File: src/rtl/pipe_pkg.sv
// ---------------------------------------------------------------------------
// pipe_pkg
// Purpose : Shared definitions for the decode/execute pipeline slice. It holds
//           the datapath widths, the bit positions of the 8-bit decode control
//           vector, a packed view of that vector, the primary opcode constants,
//           and small helpers for splitting the control vector into per-stage
//           groups.
// Ports   : none (package)
// ---------------------------------------------------------------------------
package pipe_pkg;

  // Datapath widths
  localparam int unsigned DATA_W       = 32;
  localparam int unsigned REG_AW       = 5;
  localparam int unsigned CTRL_W       = 8;
  localparam int unsigned ALUOP_W      = 2;
  localparam int unsigned BUBBLE_CNT_W = 16;

  // Bit positions inside the decode control vector
  localparam int unsigned CTRL_ALUSRC    = 0;
  localparam int unsigned CTRL_ALUOP_LSB = 1;
  localparam int unsigned CTRL_REGDST    = 3;
  localparam int unsigned CTRL_MEMREAD   = 4;
  localparam int unsigned CTRL_MEMWRITE  = 5;
  localparam int unsigned CTRL_REGWRITE  = 6;
  localparam int unsigned CTRL_MEMTOREG  = 7;

  // Primary opcodes of the instructions the decoder recognises
  localparam logic [5:0] OP_R    = 6'h00;
  localparam logic [5:0] OP_ADDI = 6'h08;
  localparam logic [5:0] OP_LW   = 6'h23;
  localparam logic [5:0] OP_SW   = 6'h2B;
  localparam logic [5:0] OP_BEQ  = 6'h04;
  localparam logic [5:0] OP_J    = 6'h02;

  // Packed view of the control vector, MSB first, matching the bit positions
  typedef struct packed {
    logic               mem_to_reg;  // [7]
    logic               reg_write;   // [6]
    logic               mem_write;   // [5]
    logic               mem_read;    // [4]
    logic               reg_dst;     // [3]
    logic [ALUOP_W-1:0] alu_op;      // [2:1]
    logic               alu_src;     // [0]
  } ctrl_t;

  // Memory-stage control group {MemWrite, MemRead}
  function automatic logic [1:0] m_group(input ctrl_t c);
    return {c.mem_write, c.mem_read};
  endfunction

  // Write-back control group {MemtoReg, RegWrite}
  function automatic logic [1:0] wb_group(input ctrl_t c);
    return {c.mem_to_reg, c.reg_write};
  endfunction

endpackage : pipe_pkg

File: src/rtl/load_use_detect.sv
// ---------------------------------------------------------------------------
// load_use_detect
// Purpose : Combinational load-use comparator. Flags the case where the
//           instruction now in EX is a load whose destination (rt) is read by
//           the instruction now in ID, so one bubble must be inserted.
// Ports   :
//   ex_valid_i     EX holds a real instruction
//   ex_mem_read_i  EX instruction is a load
//   ex_rt_addr_i   EX load destination register
//   id_valid_i     ID holds a real instruction
//   id_flush_i     ID instruction is being killed this cycle
//   id_rs_addr_i   ID source register rs
//   id_rt_addr_i   ID source register rt
//   hazard_o       load-use stall request (combinational)
// ---------------------------------------------------------------------------
module load_use_detect #(
  parameter int unsigned REG_AW = 5
) (
  input  logic              ex_valid_i,
  input  logic              ex_mem_read_i,
  input  logic [REG_AW-1:0] ex_rt_addr_i,
  input  logic              id_valid_i,
  input  logic              id_flush_i,
  input  logic [REG_AW-1:0] id_rs_addr_i,
  input  logic [REG_AW-1:0] id_rt_addr_i,
  output logic              hazard_o
);

  logic ex_is_load;
  logic id_live;
  logic addr_match;

  // $0 is hard-wired, so a load targeting it can never create a dependency
  assign ex_is_load = ex_valid_i & ex_mem_read_i & (ex_rt_addr_i != REG_AW'(0));

  // A flushed ID instruction is dead; holding upstream for it would be wrong
  assign id_live    = id_valid_i & ~id_flush_i;

  assign addr_match = (ex_rt_addr_i == id_rs_addr_i) |
                      (ex_rt_addr_i == id_rt_addr_i);

  assign hazard_o   = ex_is_load & id_live & addr_match;

endmodule : load_use_detect

File: src/rtl/id_ex_stage_reg.sv
// ---------------------------------------------------------------------------
// id_ex_stage_reg
// Purpose : ID/EX pipeline register. Captures the decoded control vector,
//           operands, immediate and register addresses for EX, inserts a
//           single bubble on a load-use dependency and requests upstream to
//           hold, and honours external stall and branch/jump flush.
//           Update priority per edge: flush > stall > load-use bubble >
//           invalid ID (bubble) > normal load. Bubbles and flushes clear only
//           control/valid; data and addresses always follow their inputs.
// Optional: define ID_EX_BUBBLE_CNT_EN to add bubble_cnt_o, a saturating
//           count of inserted load-use bubbles.
// Ports   :
//   clk_i, rst_i          clock (rising edge), async active-high reset
//   ctrl_i                decode control vector
//   valid_i               ID holds a real instruction
//   pc_i                  PC+4 of the ID instruction
//   rs_data_i, rt_data_i  register-file read data
//   imm_i                 sign-extended immediate
//   rs_addr_i, rt_addr_i, rd_addr_i  register addresses
//   stall_i               external hold of this register
//   flush_i               kill the instruction entering EX
//   hazard_stall_o        load-use stall request to PC and IF/ID (comb)
//   ex_alusrc_o, ex_aluop_o, ex_regdst_o  EX control
//   m_ctrl_o              {MemWrite, MemRead}
//   wb_ctrl_o             {MemtoReg, RegWrite}
//   valid_o               EX holds a real instruction
//   pc_o, rs_data_o, rt_data_o, imm_o     registered data
//   rs_addr_o, rt_addr_o, rd_addr_o       registered addresses
//   bubble_cnt_o          inserted bubble count (ID_EX_BUBBLE_CNT_EN only)
// ---------------------------------------------------------------------------
module id_ex_stage_reg #(
  parameter int unsigned DATA_W = 32,
  parameter int unsigned REG_AW = 5,
  parameter int unsigned CTRL_W = 8
) (
  input  logic              clk_i,
  input  logic              rst_i,
  input  logic [CTRL_W-1:0] ctrl_i,
  input  logic              valid_i,
  input  logic [DATA_W-1:0] pc_i,
  input  logic [DATA_W-1:0] rs_data_i,
  input  logic [DATA_W-1:0] rt_data_i,
  input  logic [DATA_W-1:0] imm_i,
  input  logic [REG_AW-1:0] rs_addr_i,
  input  logic [REG_AW-1:0] rt_addr_i,
  input  logic [REG_AW-1:0] rd_addr_i,
  input  logic              stall_i,
  input  logic              flush_i,
  output logic              hazard_stall_o,
  output logic              ex_alusrc_o,
  output logic [1:0]        ex_aluop_o,
  output logic              ex_regdst_o,
  output logic [1:0]        m_ctrl_o,
  output logic [1:0]        wb_ctrl_o,
  output logic              valid_o,
  output logic [DATA_W-1:0] pc_o,
  output logic [DATA_W-1:0] rs_data_o,
  output logic [DATA_W-1:0] rt_data_o,
  output logic [DATA_W-1:0] imm_o,
  output logic [REG_AW-1:0] rs_addr_o,
  output logic [REG_AW-1:0] rt_addr_o,
  output logic [REG_AW-1:0] rd_addr_o
`ifdef ID_EX_BUBBLE_CNT_EN
  ,
  output logic [15:0]       bubble_cnt_o
`endif
);

  import pipe_pkg::ctrl_t;
  import pipe_pkg::m_group;
  import pipe_pkg::wb_group;

  // Registered state
  ctrl_t             ctrl_q,    ctrl_d;
  logic              valid_q,   valid_d;
  logic [DATA_W-1:0] pc_q,      pc_d;
  logic [DATA_W-1:0] rs_data_q, rs_data_d;
  logic [DATA_W-1:0] rt_data_q, rt_data_d;
  logic [DATA_W-1:0] imm_q,     imm_d;
  logic [REG_AW-1:0] rs_addr_q, rs_addr_d;
  logic [REG_AW-1:0] rt_addr_q, rt_addr_d;
  logic [REG_AW-1:0] rd_addr_q, rd_addr_d;

  logic hazard;

  // Load-use comparator against the instruction currently held in EX
  load_use_detect #(
    .REG_AW (REG_AW)
  ) u_load_use_detect (
    .ex_valid_i    (valid_q),
    .ex_mem_read_i (ctrl_q.mem_read),
    .ex_rt_addr_i  (rt_addr_q),
    .id_valid_i    (valid_i),
    .id_flush_i    (flush_i),
    .id_rs_addr_i  (rs_addr_i),
    .id_rt_addr_i  (rt_addr_i),
    .hazard_o      (hazard)
  );

  assign hazard_stall_o = hazard;

  // Next-state selection in priority order
  always_comb begin
    ctrl_d    = ctrl_q;
    valid_d   = valid_q;
    pc_d      = pc_q;
    rs_data_d = rs_data_q;
    rt_data_d = rt_data_q;
    imm_d     = imm_q;
    rs_addr_d = rs_addr_q;
    rt_addr_d = rt_addr_q;
    rd_addr_d = rd_addr_q;

    if (flush_i || !stall_i) begin
      // Data and addresses follow ID whenever the register is not held
      pc_d      = pc_i;
      rs_data_d = rs_data_i;
      rt_data_d = rt_data_i;
      imm_d     = imm_i;
      rs_addr_d = rs_addr_i;
      rt_addr_d = rt_addr_i;
      rd_addr_d = rd_addr_i;

      if (flush_i || hazard || !valid_i) begin
        ctrl_d  = '0;
        valid_d = 1'b0;
      end else begin
        ctrl_d  = ctrl_t'(ctrl_i);
        valid_d = 1'b1;
      end
    end
  end

  // Pipeline register, cleared asynchronously
  always_ff @(posedge clk_i or posedge rst_i) begin
    if (rst_i) begin
      ctrl_q    <= '0;
      valid_q   <= 1'b0;
      pc_q      <= '0;
      rs_data_q <= '0;
      rt_data_q <= '0;
      imm_q     <= '0;
      rs_addr_q <= '0;
      rt_addr_q <= '0;
      rd_addr_q <= '0;
    end else begin
      ctrl_q    <= ctrl_d;
      valid_q   <= valid_d;
      pc_q      <= pc_d;
      rs_data_q <= rs_data_d;
      rt_data_q <= rt_data_d;
      imm_q     <= imm_d;
      rs_addr_q <= rs_addr_d;
      rt_addr_q <= rt_addr_d;
      rd_addr_q <= rd_addr_d;
    end
  end

`ifdef ID_EX_BUBBLE_CNT_EN
  logic [15:0] bubble_cnt_q, bubble_cnt_d;
  logic        bubble_ins;

  // hazard already excludes flush; a stalled cycle inserts nothing
  assign bubble_ins = hazard & ~stall_i;

  // Saturating bubble counter
  always_comb begin
    bubble_cnt_d = bubble_cnt_q;
    if (bubble_ins && (bubble_cnt_q != 16'hFFFF)) begin
      bubble_cnt_d = bubble_cnt_q + 16'(1);
    end
  end

  always_ff @(posedge clk_i or posedge rst_i) begin
    if (rst_i) begin
      bubble_cnt_q <= '0;
    end else begin
      bubble_cnt_q <= bubble_cnt_d;
    end
  end

  assign bubble_cnt_o = bubble_cnt_q;
`endif

  // Output mapping; ALUOp passes through without reordering
  assign ex_alusrc_o = ctrl_q.alu_src;
  assign ex_aluop_o  = ctrl_q.alu_op;
  assign ex_regdst_o = ctrl_q.reg_dst;
  assign m_ctrl_o    = m_group(ctrl_q);
  assign wb_ctrl_o   = wb_group(ctrl_q);
  assign valid_o     = valid_q;
  assign pc_o        = pc_q;
  assign rs_data_o   = rs_data_q;
  assign rt_data_o   = rt_data_q;
  assign imm_o       = imm_q;
  assign rs_addr_o   = rs_addr_q;
  assign rt_addr_o   = rt_addr_q;
  assign rd_addr_o   = rd_addr_q;

endmodule : id_ex_stage_reg

File: config.mk
export PLATFORM = sky130hd
export DESIGN_NAME = id_ex_stage_reg
export DESIGN_NICKNAME = d
export VERILOG_FILES = /design/src/rtl/pipe_pkg.sv /design/src/rtl/load_use_detect.sv /design/src/rtl/id_ex_stage_reg.sv
export SDC_FILE = /design/constraint.sdc
export NUM_CORES = 1
export LEC_CHECK = 0
export CORE_MARGIN = 10
export CORE_UTILIZATION = 43
export DETAILED_ROUTE_END_ITERATION = 7
export GPL_ROUTABILITY_DRIVEN = 0
export PLACE_DENSITY_LB_ADDON = 0.15
export SLEW_MARGIN = 5
export SYNTH_ARGS = -nofsm -noshare
export SYNTH_HDL_FRONTEND = slang
export SYNTH_SLANG_ARGS = --single-unit
export TNS_END_PERCENT = 50
File: constraint.sdc
create_clock -name clk_i -period 14.4 [get_ports clk_i]
set_clock_uncertainty 0.2 [all_clocks]
set_input_delay 1.44 -clock clk_i [delete_from_list [all_inputs] [get_ports clk_i]]
set_output_delay 1.44 -clock clk_i [all_outputs]
set_load 0.005 [all_outputs]
==> key figures <==
Final layout
  – N_diodes: 0
  – Syn-to-layout area delta: 64.9%
  – Layout cells sized above 1: roughly 4.1%
  – # nets final: 1118
  – Fillcell total: ~1000
  – Final instance area: slightly below 10000 um^2

Power and ir drop
  – Net Sw Frac: 23.7%
  – Psw: 270 uW
  – Logic pwr share: roughly 17%
  – Clk pwr share: a little over 40%
  – PwrDens: ~120 nW/um^2
  – LEAKAGE: approximately 0.0047 uW
  – Int Pwr: ~870 uW
  – Total Power: roughly 1100 uW
  – Seq pwr share: 42.3%
  – Worst IR drop on VDD: around 63 uV

Yosys
  – Post-Syn Nets: around 820
  – Synth Instances: approximately 670
  – Primary FF master, synth: dfrtp_1
  – Synth unique cells: 16
  – #FFs+latches synth: 152
  – EDFF count, synth: 0
  – Synth top area cells: dfrtp_1, nand2_1, clkbuf_1
  – Post-synthesis sequential area ratio: 64.5%
  – Synth area leader: dfrtp_1
  – Syn Area/Cell: 8.84 um^2
  – Synth Cell Area: 5900 um^2
  – Commonest cells post-synth: nand2_1, dfrtp_1, clkbuf_1
  – Ys async rst share: 100%
  – Synth warn: 0
  – Share of the synthesized area in the top cell type: between 60% and 70%
  – Most common cell in the netlist: nand2_1

Floorplanning
  – Core region area: around 13000 um^2
  – Ports: 309
  – Initial core utilization: between 40% and 50%
  – Die width: 137 um
  – Die H: between 100 and 150 um
  – Row cnt: 42
  – Die area: roughly 19000 um^2

Setup path
  – Type of origin of the critical path: primary input
  – CP Max Fanout: 10
  – Slowest cell on crit path: o22ai_1
  – CP Data Required Time: 12.76 ns
  – Critical Path Max Stage Delay: ~0.6 ns
  – CP delay by family, top: buffers and inverters
  – Crit path cell chain: clkdlybuf4s50_1 -> xnor2_1 -> nand3_1 -> o22ai_1 -> nor2b_1 -> clkdlybuf4s50_1
  – WP buf/inv: 2
  – Arr. time, crit path: about 3.5 ns
  – Worst reg2reg startpoint: rt_addr_o[2]
  – Crit Path Class: in -> out
  – Crit path capture type: output pin
  – Critical path origin: rt_addr_i[0]
  – Top cell by count, worst path: clkdlybuf4s50_1

Timing
  – FMAX: 193 MHz
  – Setup tns final: 0 ns
  – Worst slew margin relative to its limit: a little over a quarter
  – Final Setup Violations: 0
  – Final hold viol count: 0
  – Final slew viol count: 0
  – Final Critical Period: about 5.2 ns
  – Final WS setup: roughly 9.2 ns
  – Actual slew at the worst max-slew pin: 1.10 ns
  – Tcrit/Tclk final: 36.0%
  – RSZ-0062 raised after global routing: false

Detailed routing
  – Total wire length: approximately 20000 um
  – Drt wl/cell: 17.5 um
  – DR DRC count: 0
  – Drt first-iter violations: 281
  – First drt pass iteration count: 6
  – Vias per std cell: about 4.7
  – Final ANT Viol Nets: 0
  – Total number of vias: 5356

Placed design
  – Buffers on Ports: 308
  – Post-DP Area: between 9000 and 10000 um^2
  – Hpwl dp: around 15000 um
  – Dpl ws: 9.27 ns

Clocking
  – Clock Latency Late Sink: ~0.42 ns
  – Hold_buf cts: 0
  – Htree depth: 4
  – Post-CTS Setup Inserts: 0
  – Clock Path Buffers: 2
  – TritonCTS clock tree: done
  – Post-cts resize count: 0
  – Clock-pin slew on the worst setup and hold paths: 0.06 ns
  – Number of CTS-inserted buffers: 17
  – Clock sink count: ~150
  – Clock Tree Root: clkbuf_16

Global route
  – First-pass GRT wire length: 30100 um
  – Initial antenna violation count: 2
  – GRT Overall Usage: 21.1%
  – GRT overflow: 0
  – Vias in the first global route: roughly 5400
  – Pin count of the biggest net entering global routing: 95

Job
  – Max Cap Viol: 0

Min path
  – Worst Hold Launch: rt_data_o[22]
  – Hold WC Path Type: reg -> reg

Outcome
  – Status: complete, no violations
placed cells by master, fill, tap and decap left out:
cell type	Yosys	final
a32oi_1	8	8
clkbuf_16	0	17
nand3_1	2	2
clkbuf_1	31	1
or4_4	1	1
inv_1	2	1
o21ai_0	9	9
dfrtp_1	152	152
nor2b_4	0	1
o2111ai_4	1	1
clkinv_2	0	5
clkdlybuf4s50_1	0	308
clkinv_4	0	2
clkinvlp_4	0	2
bufinv_16	0	4
clkbuf_8	0	1
xnor2_1	10	10
a22oi_1	1	1
buf_4	1	4
inv_6	0	1
nand2b_4	0	1
o22ai_1	1	1
nor2b_1	4	3
nand2_1	439	439
area by class of cell:
class | count | area [um^2] | share of cell area (%)
clock buffers | 19 | 443 | 4.55
clock inverters | 13 | 178 | 1.83
inverters | 2 | 12.5 | 0.129
multi-input cells | 477 | 1960 | 20.1
flip-flops and latches | 152 | 3800 | 39.1
well taps | 176 | 220 | 2.26
repair buffers | 312 | 3110 | 32.0
power groups by stage:
stage	Combinational, uW	Sequential [uW]	Clock [uW]
after global placement	192	489	0
after global routing	209	487	494
after detailed placement	194	490	0
final	191	483	468
after CTS	195	483	476
after floorplan	53.4	493	0
final timing paths:
check                      slack (ns)        endpoint  cells after the start
min in group asynchronous        1.30   rs_data_o[26]                      2
max in group asynchronous       11.27        pc_o[12]                      3
hold reg to reg                  0.26   rt_data_o[22]                      2
setup / recovery                 9.22  hazard_stall_o                      6
setup reg to reg                12.44    wb_ctrl_o[1]                      4
hold / removal                   0.26   rt_data_o[22]                      2
sequential cells by signal, summed over array words and instances, names as in the netlist:
name and flops:
rs_addr_o 5, m_ctrl_o 2, ex_regdst_o 1, imm_o 32
ex_aluop_o 2, rs_data_o 32, ex_alusrc_o 1, rt_addr_o 5
rd_addr_o 5, rt_data_o 32, wb_ctrl_o 2, pc_o 32
valid_o 1
worst min-delay path: stages (launching register included):
cell and delay (ns):
dfrtp_1 0.34, nand2_1 0.05, nand2_1 0.05
metal layers:
metal	part of all wire, %	vias up	global-route usage, %
li1	-	2628	-
met1	37	2473	22.5
met2	49	218	34.5
met3	13	33	12.1
met4	1.7	4	6.97
met5	0.15	-	0
cell families after synthesis:
kind of cell,count (synthesis),synth area share (%)
flip-flops,152,64.5
AND/OR/NAND/NOR,447,28.8
XOR/XNOR,10,1.48
AO/OA/AOI/OAI,20,2.63
buffers and inverters,38,2.57
per-stage QoR:
step,hold WS (ns),cells,util (%)
after floorplan,0.263,667,-
after global placement,0.248,1119,68.2
after detailed placement,0.254,1119,68.2
after CTS,0.268,1151,72.9
after global routing,0.279,1151,72.9
final,0.263,1151,72.9
No activity file was read; power rests on OpenSTA's default activity.
